### src/rtl/stage_sequencer_if.sv
// Control/status bundle between the stage sequencer and its environment.
// Inputs are decoded instruction flags and run control; outputs are the registered stage code and status.
interface stage_sequencer_if #(
    parameter int CNT_W = 16
);
    logic             Start;
    logic             Halt_Req;
    logic             Halt_Instr;
    logic             NOP_FLAG;
    logic             WillWriteTo_Memory_H_RF_L;
    logic             Step_Mode;
    logic [2:0]       Stage;
    logic             Busy;
    logic             Halted;
    logic [CNT_W-1:0] Instr_Count;

    // No valid/ready pair: inputs are level signals sampled on every rising
    // clock edge, and outputs are registered and valid in every cycle.
    modport master (
        output Start, Halt_Req, Halt_Instr, NOP_FLAG, WillWriteTo_Memory_H_RF_L, Step_Mode,
        input  Stage, Busy, Halted, Instr_Count
    );

    modport slave (
        input  Start, Halt_Req, Halt_Instr, NOP_FLAG, WillWriteTo_Memory_H_RF_L, Step_Mode,
        output Stage, Busy, Halted, Instr_Count
    );
endinterface

### src/rtl/stage_sequencer.sv
// Steps one instruction at a time through Fetch..Write Back (Stage 1..5), with NOP shortening,
// Memory-stage stretching for RAM writes, halt and single-step; o_state exposes the FSM state.
module stage_sequencer #(
    parameter int NOP_SKIP = 1,
    parameter int MEM_WAIT = 0,
    parameter int CNT_W    = 16
) (
    input  logic                 Clock,
    input  logic                 Reset_L,
    stage_sequencer_if.slave     bus,
    output logic [1:0]           o_state
);
    typedef enum logic [1:0] {
        S_IDLE   = 2'd0,
        S_RUN    = 2'd1,
        S_MWAIT  = 2'd2,
        S_HALTED = 2'd3
    } state_t;

    localparam logic [3:0] MEM_WAIT_L = 4'(MEM_WAIT);
    localparam bit         SKIP_EN    = (NOP_SKIP != 0);
    localparam bit         WAIT_EN    = (MEM_WAIT > 0);

    state_t           r_state;
    logic [2:0]       r_stage;
    logic             r_busy;
    logic             r_halted;
    logic [CNT_W-1:0] r_count;
    logic [3:0]       r_wait_ctr;
    logic             r_halt_pend;

    logic             w_halt_now;
    state_t           w_cmp_state;
    logic [2:0]       w_cmp_stage;

    assign w_halt_now = r_halt_pend | bus.Halt_Req;

    // Where an instruction goes once it retires (leaving Stage 5 or a skipped NOP).
    always_comb begin
        w_cmp_state = S_RUN;
        w_cmp_stage = 3'd1;
        if (w_halt_now) begin
            w_cmp_state = S_HALTED;
            w_cmp_stage = 3'd0;
        end else if (bus.Step_Mode) begin
            w_cmp_state = S_IDLE;
            w_cmp_stage = 3'd0;
        end
    end

    always_ff @(posedge Clock or negedge Reset_L) begin
        if (!Reset_L) begin
            r_state     <= S_IDLE;
            r_stage     <= 3'd0;
            r_busy      <= 1'b0;
            r_halted    <= 1'b0;
            r_count     <= '0;
            r_wait_ctr  <= 4'd0;
            r_halt_pend <= 1'b0;
        end else if (r_stage > 3'd5) begin
            r_state  <= S_IDLE;
            r_stage  <= 3'd0;
            r_busy   <= 1'b0;
            r_halted <= 1'b0;
        end else begin
            case (r_state)
                S_IDLE: begin
                    if (w_halt_now) begin
                        r_state     <= S_HALTED;
                        r_halted    <= 1'b1;
                        r_halt_pend <= 1'b0;
                    end else if (bus.Start) begin
                        r_state <= S_RUN;
                        r_stage <= 3'd1;
                        r_busy  <= 1'b1;
                    end
                end
                S_RUN: begin
                    if (bus.Halt_Req) r_halt_pend <= 1'b1;
                    case (r_stage)
                        3'd1: r_stage <= 3'd2;
                        3'd2: begin
                            if (bus.Halt_Instr) begin
                                r_count     <= r_count + CNT_W'(1);
                                r_state     <= S_HALTED;
                                r_stage     <= 3'd0;
                                r_busy      <= 1'b0;
                                r_halted    <= 1'b1;
                                r_halt_pend <= 1'b0;
                            end else if (bus.NOP_FLAG && SKIP_EN) begin
                                r_count  <= r_count + CNT_W'(1);
                                r_state  <= w_cmp_state;
                                r_stage  <= w_cmp_stage;
                                r_busy   <= (w_cmp_stage != 3'd0);
                                r_halted <= (w_cmp_state == S_HALTED);
                                if (w_halt_now) r_halt_pend <= 1'b0;
                            end else begin
                                r_stage <= 3'd3;
                            end
                        end
                        3'd3: r_stage <= 3'd4;
                        3'd4: begin
                            if (bus.WillWriteTo_Memory_H_RF_L && WAIT_EN) begin
                                r_state    <= S_MWAIT;
                                r_wait_ctr <= MEM_WAIT_L;
                            end else begin
                                r_stage <= 3'd5;
                            end
                        end
                        3'd5: begin
                            r_count  <= r_count + CNT_W'(1);
                            r_state  <= w_cmp_state;
                            r_stage  <= w_cmp_stage;
                            r_busy   <= (w_cmp_stage != 3'd0);
                            r_halted <= (w_cmp_state == S_HALTED);
                            if (w_halt_now) r_halt_pend <= 1'b0;
                        end
                        default: begin
                            r_state <= S_IDLE;
                            r_stage <= 3'd0;
                            r_busy  <= 1'b0;
                        end
                    endcase
                end
                S_MWAIT: begin
                    // Stage 4 is held here, so the RAM write strobe simply repeats.
                    if (bus.Halt_Req) r_halt_pend <= 1'b1;
                    if (r_wait_ctr <= 4'd1) begin
                        r_state    <= S_RUN;
                        r_stage    <= 3'd5;
                        r_wait_ctr <= 4'd0;
                    end else begin
                        r_wait_ctr <= r_wait_ctr - 4'd1;
                    end
                end
                S_HALTED: begin
                    r_stage  <= 3'd0;
                    r_busy   <= 1'b0;
                    r_halted <= 1'b1;
                end
                default: begin
                    r_state <= S_IDLE;
                    r_stage <= 3'd0;
                    r_busy  <= 1'b0;
                end
            endcase
        end
    end

    assign bus.Stage       = r_stage;
    assign bus.Busy        = r_busy;
    assign bus.Halted      = r_halted;
    assign bus.Instr_Count = r_count;
    assign o_state         = r_state;
endmodule

### src/flat_wrapper.sv
// flat-port wrapper written by rule: the top's interface ports become plain ports
module stage_sequencer_flat 
#(
    parameter int NOP_SKIP = 1,
    parameter int MEM_WAIT = 0,
    parameter int CNT_W    = 16
)
  (Clock, Reset_L, o_state, bus_Start, bus_Halt_Req, bus_Halt_Instr, bus_NOP_FLAG, bus_WillWriteTo_Memory_H_RF_L, bus_Step_Mode, bus_Stage, bus_Busy, bus_Halted, bus_Instr_Count);
  stage_sequencer_if #(.CNT_W(CNT_W)) bus_i ();
  input  logic Clock;
  input  logic Reset_L;
  output logic [1:0] o_state;
  input wire logic [$bits(bus_i.Start)-1:0] bus_Start;
  input wire logic [$bits(bus_i.Halt_Req)-1:0] bus_Halt_Req;
  input wire logic [$bits(bus_i.Halt_Instr)-1:0] bus_Halt_Instr;
  input wire logic [$bits(bus_i.NOP_FLAG)-1:0] bus_NOP_FLAG;
  input wire logic [$bits(bus_i.WillWriteTo_Memory_H_RF_L)-1:0] bus_WillWriteTo_Memory_H_RF_L;
  input wire logic [$bits(bus_i.Step_Mode)-1:0] bus_Step_Mode;
  output wire logic [$bits(bus_i.Stage)-1:0] bus_Stage;
  output wire logic [$bits(bus_i.Busy)-1:0] bus_Busy;
  output wire logic [$bits(bus_i.Halted)-1:0] bus_Halted;
  output wire logic [$bits(bus_i.Instr_Count)-1:0] bus_Instr_Count;
  assign bus_i.Start = bus_Start;
  assign bus_i.Halt_Req = bus_Halt_Req;
  assign bus_i.Halt_Instr = bus_Halt_Instr;
  assign bus_i.NOP_FLAG = bus_NOP_FLAG;
  assign bus_i.WillWriteTo_Memory_H_RF_L = bus_WillWriteTo_Memory_H_RF_L;
  assign bus_i.Step_Mode = bus_Step_Mode;
  assign bus_Stage = bus_i.Stage;
  assign bus_Busy = bus_i.Busy;
  assign bus_Halted = bus_i.Halted;
  assign bus_Instr_Count = bus_i.Instr_Count;
  stage_sequencer #(.NOP_SKIP(NOP_SKIP), .MEM_WAIT(MEM_WAIT), .CNT_W(CNT_W)) u_core (.Clock(Clock), .Reset_L(Reset_L), .bus(bus_i), .o_state(o_state));
endmodule
### config.mk
export PLATFORM = sky130hd
export DESIGN_NAME = stage_sequencer_flat
export DESIGN_NICKNAME = d
export VERILOG_FILES = /design/src/rtl/stage_sequencer_if.sv /design/src/rtl/stage_sequencer.sv /design/src/flat_wrapper.sv
export SDC_FILE = /design/constraint.sdc
export NUM_CORES = 1
export LEC_CHECK = 0
export ABC_CLOCK_PERIOD_IN_PS = 2300
export CAP_MARGIN = 15
export CORE_MARGIN = 4
export CORE_UTILIZATION = 44
export DETAILED_ROUTE_END_ITERATION = 10
export DONT_BUFFER_PORTS = 1
export PLACE_DENSITY = 0.69
export SYNTH_ARGS = -nofsm -noshare
export SYNTH_HDL_FRONTEND = slang
export SYNTH_SLANG_ARGS = --single-unit
### constraint.sdc
create_clock -name Clock -period 2.3 [get_ports Clock]
set_input_delay 0.23 -clock Clock [delete_from_list [all_inputs] [get_ports Clock]]
set_output_delay 0.23 -clock Clock [all_outputs]
set_load 0.01 [all_outputs]
==> results.json, run 1 <==
{
  "synth.distinct_cells": 39,
  "max-vdd-ir-drop_mv": 0.533,
  "swShare": 0.425,
  "yosys.area_share.simple": 0.222,
  "critical_path.top_delay_family": "simple AND/OR/NAND/NOR gates",
  "synthArstFlopShare": 1.00,
  "syn-cell-area_um2": 1650,
  "clk_latency_ns": 0.27,
  "fin_tns_setup_ns": 0,
  "fp.dieArea_um2": 4790,
  "syn_inst": 180,
  "die_w_um": 69.2,
  "hold_buffers": 2,
  "syn_avg_cell_area_um2": 9.15,
  "cts-root-buf": "clkbuf_8",
  "antenna_found_initial": 0,
  "vias_per_cell": 5.80,
  "syn_nets": 196,
  "place_hpwl_um": 2730,
  "n_antenna_cell": 0,
  "grt_max_degree": 29,
  "gp_congestion": 0.940,
  "hold_path_class": "input pin to flip-flop",
  "fin_cells": 232,
  "cap_viol_max_count": 0,
  "final_common_cell": "dfrtp_1",
  "slowest_stage": "dfrtp_1",
  "worstMarginPinSlew_ns": 0.481,
  "cp-start-kind": "flip-flop",
  "p_per_area_nw_per_um2": 1080,
  "fin_crit_ns": 2.05,
  "drt_iter0_drc": 70,
  "crit_fanout": 7,
  "power_leakage_nw": 0.794,
  "fillers": 332,
  "final_area_um2": 1810,
  "cts_tree": "yes",
  "overflow": 0,
  "clock-sinks": 28,
  "fin_crit_sh": 0.890,
  "cpPeakStageDelay_ns": 0.46,
  "r2r_setup_slack_ns": 0.25,
  "combPwrFrac": 0.442,
  "p_clk_frac": 0.156,
  "timing.final.ws_setup_ns": 0.252,
  "clock-skew-final_ns": 0.00215,
  "vias": 1345,
  "pre_cts_slack_ns": 0.253,
  "relSlewSlack": 0.679,
  "drc": 0,
  "ff2ff_path_depth": 7,
  "yosys-mux-area-fraction": 0.0258,
  "hp-start": "bus_Halt_Req",
  "drv_slew": 0,
  "synth_adder_area_share": 0.0607,
  "r2r_end": "u_core.bus.Instr_Count[15]",
  "io_buffers": 0,
  "place_area_um2": 1720,
  "synthXorXnorAreaFrac": 0.0797,
  "ant_nets": 0,
  "status": "finished clean",
  "required_ns": 2.47,
  "synth-seq-cells": 28,
  "synth_edf_count": 0,
  "grt_pass1_vias": 1366,
  "p_int_w": 0.00113,
  "drive_above_1_share": 0.0806,
  "synth_seq_area_share": 0.425,
  "switchingPower_w": 0.000834,
  "wl_per_cell_um": 15.4,
  "p_seq_frac": 0.402,
  "ctsResizeCount": 0,
  "start_util": 0.475,
  "dr.pass1.iters": 4,
  "die_h_um": 69.2,
  "path_buf_inv": 1,
  "synth_compound_area_frac": 0.155,
  "r2r_start": "u_core.o_state[1]",
  "layout_common_cells": "dfrtp_1 (28), nand2_1 (17), nor2_1 (14)",
  "grt_pass1_wl_um": 6200,
  "htreeDepth": 1,
  "worstSetupPathType": "flip-flop to flip-flop",
  "fp-row-count": 21,
  "synth_top_family_by_area": "simple AND/OR/NAND/NOR gates",
  "ios": 31,
  "dp_cells": 226,
  "ys.warnings.count": 0,
  "utilization": 0.522,
  "setup_viol": 0,
  "fp.coreArea_um2": 3470,
  "cts_buffers": 3,
  "nets": 203,
  "crit_arrival_ns": 2.22,
  "syn2layout_area_growth_pct": 9.80,
  "max_freq_ghz": 0.488,
  "cp_cell_sequence": "inv_1, ha_1, and2_1, a32o_2, nand4_1, or3_1, xnor2_1",
  "rsz0062_at_grt": "no",
  "cts_max_path_buffers": 2,
  "end_kind": "flip-flop",
  "whs_path_depth": 2,
  "min_to": "u_core.r_halt_pend",
  "synthFlopType": "dfrtp_1",
  "clk_pin_slew_ns": 0.09,
  "track_usage": 0.155,
  "routed_wl_um": 3580,
  "post_cts_buffers": 0,
  "hold_viol": 0
}
-- cell type report --
cell class / instances / area, um2 / share of cell area
clock buffer: 4 / 55.1 / 0.0304
multi-input combinational: 138 / 895 / 0.494
tap: 46 / 57.6 / 0.0318
inverter: 9 / 33.8 / 0.0187
sequential: 28 / 701 / 0.387
timing repair buffer: 7 / 67.6 / 0.0373
-- cells by family after synthesis --
kind of cell             Yosys count
AO/OA/AOI/OAI                     40
XOR/XNOR                          15
adder cells (fa/ha/maj)            8
buffers and inverters             14
flip-flops                        28
multiplexers                       4
AND/OR/NAND/NOR                   71
-- per-stage QoR --
| step | hold slack, ns | total power [W] |
|---|---|---|
| after floorplan | -0.0656 | 0.00142 |
| after global placement | -0.0647 | 0.00162 |
| after detailed placement | -0.0643 | 0.00164 |
| after CTS | 0.134 | 0.00197 |
| after global routing | 0.147 | 0.00211 |
| final | 0.136 | 0.00196 |
-- synth_stat cells, drive strengths merged, types with 2 or more instances --
| library cell | n | area (um2) |
|---|---|---|
| nand2b | 3 | 18.8 |
| inv | 9 | 33.8 |
| o31ai | 2 | 15.0 |
| a21o | 3 | 22.5 |
| o21ai | 13 | 65.1 |
| nand3 | 10 | 50.1 |
| and4 | 2 | 17.5 |
| clkbuf | 5 | 18.8 |
| mux2i | 2 | 20.0 |
| nor4 | 2 | 12.5 |
| xnor2 | 10 | 87.6 |
| nand4 | 5 | 31.3 |
| a21oi | 9 | 45.0 |
| nor2 | 14 | 52.6 |
| xor2 | 5 | 43.8 |
| o311ai | 2 | 17.5 |
| and2 | 2 | 12.5 |
| a31oi | 3 | 18.8 |
| nor3b | 3 | 22.5 |
| nand2 | 17 | 63.8 |
| or3 | 2 | 12.5 |
| nor3 | 6 | 35.0 |
| dfrtp | 28 | 701 |
| mux2 | 2 | 22.5 |
| ha | 8 | 100 |
-- flip-flops by register name, summed over array words and instances (netlist names) --
name and cells:
u_core.bus.Instr_Count 16, u_core.r_wait_ctr 4, u_core.bus.Stage 3, u_core.o_state 2
u_core.bus.Busy 1, u_core.bus.Halted 1, u_core.r_halt_pend 1
-- worst max path at each step --
stage                      start                    endpoint  slack [ns]  cells after the start
2_1_floorplan  u_core.o_state[1]           u_core.bus.Halted        0.49                      7
3_3_place_gp   u_core.o_state[1]  u_core.bus.Instr_Count[15]        0.30                      7
3_5_place_dp   u_core.o_state[1]  u_core.bus.Instr_Count[15]        0.25                      7
4_1_cts        u_core.o_state[1]  u_core.bus.Instr_Count[15]        0.24                      7
5_1_grt        u_core.o_state[1]  u_core.bus.Instr_Count[15]         0.1                      7
6_report       u_core.o_state[1]  u_core.bus.Instr_Count[15]        0.25                      7
-- layer usage --
metal | up-vias | wire, um | part of all wire | track usage
met5 | - | 0 | 0 | 0
met4 | 0 | 63 | 0.018 | 0.0738
met3 | 8 | 241 | 0.067 | 0.0420
met2 | 40 | 1690 | 0.47 | 0.246
met1 | 636 | 1580 | 0.44 | 0.194
li1 | 661 | - | - | -
-- power groups by stage --
stage,combinational (W),sequential [W],clock [W]
2_1_floorplan,0.000686,0.000736,0
3_3_place_gp,0.000821,0.000795,0
3_5_place_dp,0.000845,0.000797,0
4_1_cts,0.000863,0.000788,0.000316
5_1_grt,0.000970,0.000814,0.000330
6_report,0.000866,0.000789,0.000306
No activity file was read; power rests on OpenSTA's default activity.
==> run 2: changes to the inputs <==
- DONT_BUFFER_PORTS: 1 -> unset
- PLACE_DENSITY: 0.69 -> 0.79
==> run 2 against run 1 <==
Sequential power decreased by 7.4%; final cell count increased by 12%; via count increased by 4.2%; wire length decreased by 1.6%; worst setup slack improved by 0.0057 ns; global-route usage decreased by 0.22 points.
==> results.json, run 2 (synthesis gave the netlist of run 1 again) <==
{
  "status": "finished clean",
  "ant_nets": 0,
  "post_cts_buffers": 0,
  "grt_pass1_wl_um": 6170,
  "io_buffers": 29,
  "max_freq_ghz": 0.490,
  "grt_pass1_vias": 1325,
  "drt_iter0_drc": 111,
  "largest_reg_flops": 16,
  "total_power_w": 0.00221,
  "die_h_um": 69.2,
  "cts-root-buf": "clkbuf_8",
  "clock-sinks": 28,
  "hold_buffers": 0,
  "fp.dieArea_um2": 4790,
  "fillers": 304,
  "fin_crit_sh": 0.888,
  "hold_viol": 0,
  "fp.coreArea_um2": 3470,
  "worstMarginPinSlew_ns": 0.424,
  "cts_buffers": 3,
  "clk_latency_ns": 0.27,
  "fp-row-count": 21,
  "clk_pin_slew_ns": 0.09,
  "routed_wl_um": 3520,
  "end_kind": "flip-flop",
  "n_antenna_cell": 0,
  "final_area_um2": 2090,
  "fin_tns_setup_ns": 0,
  "nets": 231,
  "place_area_um2": 2020,
  "gp_congestion": 0.930,
  "ctsResizeCount": 0,
  "relSlewSlack": 0.717,
  "vias_per_cell": 5.39,
  "ios": 31,
  "power_leakage_nw": 0.899,
  "pre_cts_slack_ns": 0.156,
  "overflow": 0,
  "fin_crit_ns": 2.04,
  "syn2layout_area_growth_pct": 27.0,
  "htreeDepth": 1,
  "antenna_found_initial": 0,
  "hold_path_class": "input pin to asynchronous set/reset pin",
  "rsz0062_at_grt": "no",
  "drive_above_1_share": 0.0701,
  "timing.final.ws_setup_ns": 0.258,
  "wl_per_cell_um": 13.5,
  "cp-start-kind": "flip-flop",
  "crit_arrival_ns": 2.20,
  "cap_viol_max_count": 0,
  "setup_viol": 0,
  "place_hpwl_um": 2710,
  "die_w_um": 69.2,
  "drv_slew": 0,
  "vias": 1402,
  "drc": 0,
  "cts_max_path_buffers": 2,
  "start_util": 0.475,
  "required_ns": 2.46,
  "final_common_cell": "clkdlybuf4s50_1",
  "clock-skew-final_ns": 0.00498,
  "cts_tree": "yes",
  "utilization": 0.604,
  "grt_max_degree": 29,
  "p_per_area_nw_per_um2": 1060,
  "layout_common_cells": "clkdlybuf4s50_1 (29), dfrtp_1 (28), nand2_1 (17)",
  "crit_fanout": 9,
  "worstSetupPathType": "flip-flop to flip-flop",
  "max-vdd-ir-drop_mv": 0.859,
  "dr.pass1.iters": 4,
  "track_usage": 0.152
}
run 2: critical path: stages (launching register included):
cell     delay [ns]
dfrtp_1        0.42
inv_1          0.15
ha_1           0.33
inv_1          0.12
a31oi_1        0.31
nor3b_1        0.25
mux2_2         0.35
run 2: metrics by stage:
step                std cells  hold WS [ns]
floorplan                 180       -0.0656
global placement          256         0.467
detailed placement        256         0.470
CTS                       260         0.338
global route              260         0.363
finish                    260         0.325
run 2: final timing paths:
kind,to,slack (ns),cells after the start,from
setup / recovery,u_core.bus.Halted,0.26,6,u_core.o_state[1]
hold / removal,u_core.r_wait_ctr[1],0.32,2,Reset_L
setup reg to reg,u_core.bus.Halted,0.26,6,u_core.o_state[1]
hold reg to reg,u_core.bus.Instr_Count[15],0.48,1,u_core.bus.Instr_Count[15]
max in group asynchronous,u_core.bus.Instr_Count[12],1.72,2,Reset_L
min in group Clock,u_core.bus.Instr_Count[15],0.48,1,u_core.bus.Instr_Count[15]
run 2: report_power, final:
part	internal, W	switching [W]	leakage (nW)
clock network	0.000233	0.000145	0.0357
registers	0.000590	0.000141	0.368
logic	0.000531	0.000573	0.496
run 2: layout make-up:
type	count	area (um2)	share of cell area
Clock buffer	3	41.3	0.0197
Clock inverter	1	30.0	0.0143
Inverter	9	33.8	0.0161
Multi-Input combinational cell	138	895	0.427
Sequential cell	28	701	0.335
Tap cell	46	57.6	0.0275
Timing Repair Buffer	35	335	0.160
run 2: metal layers:
metal,vias up,track usage,part of all wire
met5,-,0,0
met4,0,0.0304,0.0054
met3,2,0.0319,0.049
met2,42,0.244,0.47
met1,646,0.214,0.47
li1,712,-,-
==> run 3: changes to the inputs <==
- CAP_MARGIN: 15 -> unset
- CTS_CLUSTER_DIAMETER: unset -> 120
- REMOVE_ABC_BUFFERS: unset -> 1
==> run 3 against run 2 <==
Clock power down 20%; final area fell by 0.30%; critical endpoint unchanged; combinational power rose by 4%; fmax increased by 1.7%; register-to-register slack better by 0.03 ns; count of clock-buffer cells in the layout rose by 1; via count grew 2.7%; critical path depth unchanged; clock skew grew 0.0023 ns.
==> results.json, run 3 (synthesis gave the netlist of run 1 again) <==
{
  "status": "finished clean",
  "cts_max_path_buffers": 2,
  "final_area_um2": 2090,
  "worst_path_most_repeated_cell": "inv_1",
  "slowest_stage": "dfrtp_1",
  "place_area_um2": 2030,
  "p_seq_frac": 0.338,
  "place_hpwl_um": 2950,
  "max-vdd-ir-drop_mv": 0.687,
  "cts-root-buf": "clkbuf_8",
  "clk_pin_slew_ns": 0.09,
  "worstSetupPathType": "flip-flop to flip-flop",
  "drc": 0,
  "wl_per_cell_um": 14.9,
  "drt_iter0_drc": 104,
  "gp_congestion": 0.880,
  "syn2layout_area_growth_pct": 26.7,
  "max_freq_ghz": 0.498,
  "r2r_setup_slack_ns": 0.29,
  "vias_per_cell": 5.52,
  "fp.dieArea_um2": 4790,
  "htreeDepth": 1,
  "cts_buffers": 3,
  "crit_arrival_ns": 2.18,
  "n_antenna_cell": 0,
  "die_w_um": 69.2,
  "p_per_area_nw_per_um2": 1040,
  "grt_pass1_wl_um": 6780,
  "r2r_start": "u_core.o_state[1]",
  "clk_latency_ns": 0.28,
  "largest_reg_flops": 16,
  "cpPeakStageDelay_ns": 0.42,
  "final_common_cell": "clkdlybuf4s50_1",
  "fillers": 306,
  "dr.pass1.iters": 4,
  "ios": 31,
  "ant_nets": 0,
  "fp-row-count": 21,
  "overflow": 0,
  "end_kind": "flip-flop",
  "total_power_w": 0.00217,
  "hold_viol": 0,
  "grt_pass1_vias": 1415,
  "p_clk_frac": 0.139,
  "routed_wl_um": 3900,
  "fin_crit_sh": 0.873,
  "start_util": 0.475,
  "clock-skew-final_ns": 0.00728,
  "dp_cells": 257,
  "p_int_w": 0.00129,
  "worstMarginPinSlew_ns": 0.388,
  "switchingPower_w": 0.000885,
  "drive_above_1_share": 0.0791,
  "ff2ff_path_depth": 6,
  "fin_cells": 261,
  "cp-start-kind": "flip-flop",
  "layout_common_cells": "clkdlybuf4s50_1 (29), dfrtp_1 (28), nand2_1 (17)",
  "utilization": 0.602,
  "crit_fanout": 9,
  "fin_crit_ns": 2.01,
  "grt_max_degree": 29,
  "cts_tree": "yes",
  "cap_viol_max_count": 0,
  "post_cts_buffers": 0,
  "r2r_end": "u_core.bus.Halted",
  "fp.coreArea_um2": 3470,
  "nets": 232,
  "io_buffers": 29,
  "hold_path_class": "input pin to asynchronous set/reset pin",
  "antenna_found_initial": 0,
  "vias": 1440,
  "fin_tns_setup_ns": 0,
  "relSlewSlack": 0.738,
  "power_leakage_nw": 0.895,
  "clock-sinks": 28,
  "rsz0062_at_grt": "no",
  "die_h_um": 69.2,
  "required_ns": 2.47,
  "setup_viol": 0,
  "swShare": 0.407,
  "drv_slew": 0,
  "cp_cell_sequence": "inv_1, ha_2, inv_1, a31oi_1, nor3b_1, mux2_2",
  "combPwrFrac": 0.523,
  "track_usage": 0.171
}
-- run 3: worst max-delay path by stage --
stage,startpoint,end,slack [ns]
after floorplan,u_core.o_state[1],u_core.bus.Instr_Count[15],0.34
after global placement,bus_Halt_Instr,u_core.bus.Halted,0.23
after detailed placement,bus_Halt_Instr,u_core.bus.Halted,0.21
after CTS,u_core.o_state[1],u_core.bus.Instr_Count[10],0.22
after global routing,u_core.o_state[1],u_core.bus.Instr_Count[10],0.10
final,u_core.o_state[1],u_core.bus.Halted,0.29
-- run 3: worst max-delay path: cells and delay by family (launching register included) --
| family | cells | cell delay (ns) |
|---|---|---|
| DFF | 1 | 0.42 |
| adders and majority gates | 1 | 0.31 |
| buffers and inverters | 2 | 0.26 |
| AOI/OAI and AO/OA | 1 | 0.26 |
| muxes | 1 | 0.37 |
| and+or+nand+nor | 1 | 0.28 |
-- run 3: power by group through the flow --
stage	Combinational [W]	Sequential [W]	Clock (W)
2_1_floorplan	0.000628	0.000774	0
3_3_place_gp	0.00109	0.000733	0
3_5_place_dp	0.00111	0.000737	0
4_1_cts	0.00112	0.000730	0.000313
5_1_grt	0.00124	0.000755	0.000335
6_report	0.00114	0.000734	0.000302
-- run 3: through the flow --
step | hold WS, ns | setup slack (ns)
after floorplan | -0.0656 | 0.337
after global placement | 0.460 | 0.228
after detailed placement | 0.479 | 0.211
after CTS | 0.333 | 0.218
after global routing | 0.357 | 0.101
final | 0.315 | 0.292
-- run 3: per-layer routing --
| metal | vias up | track usage | share of wire |
|---|---|---|---|
| li1 | 711 | - | - |
| met1 | 690 | 0.234 | 0.48 |
| met2 | 34 | 0.274 | 0.48 |
| met3 | 5 | 0.0290 | 0.032 |
| met4 | 0 | 0.0564 | 0.0097 |
| met5 | - | 0 | 0 |
-- run 3: final cells by class --
class                      count  area (um2)  share of cell area
clock buffer                   4        55.1              0.0264
inverter                       9        33.8              0.0162
multi-input combinational    138         897               0.430
sequential                    28         701               0.336
tap                           46        57.6              0.0276
timing repair buffer          36         343               0.164
-- run 3: what timing repair did --
action	CTS	global route
hold buffers	0	0
endpoints found under the setup margin	0	1
gates resized for setup	0	1
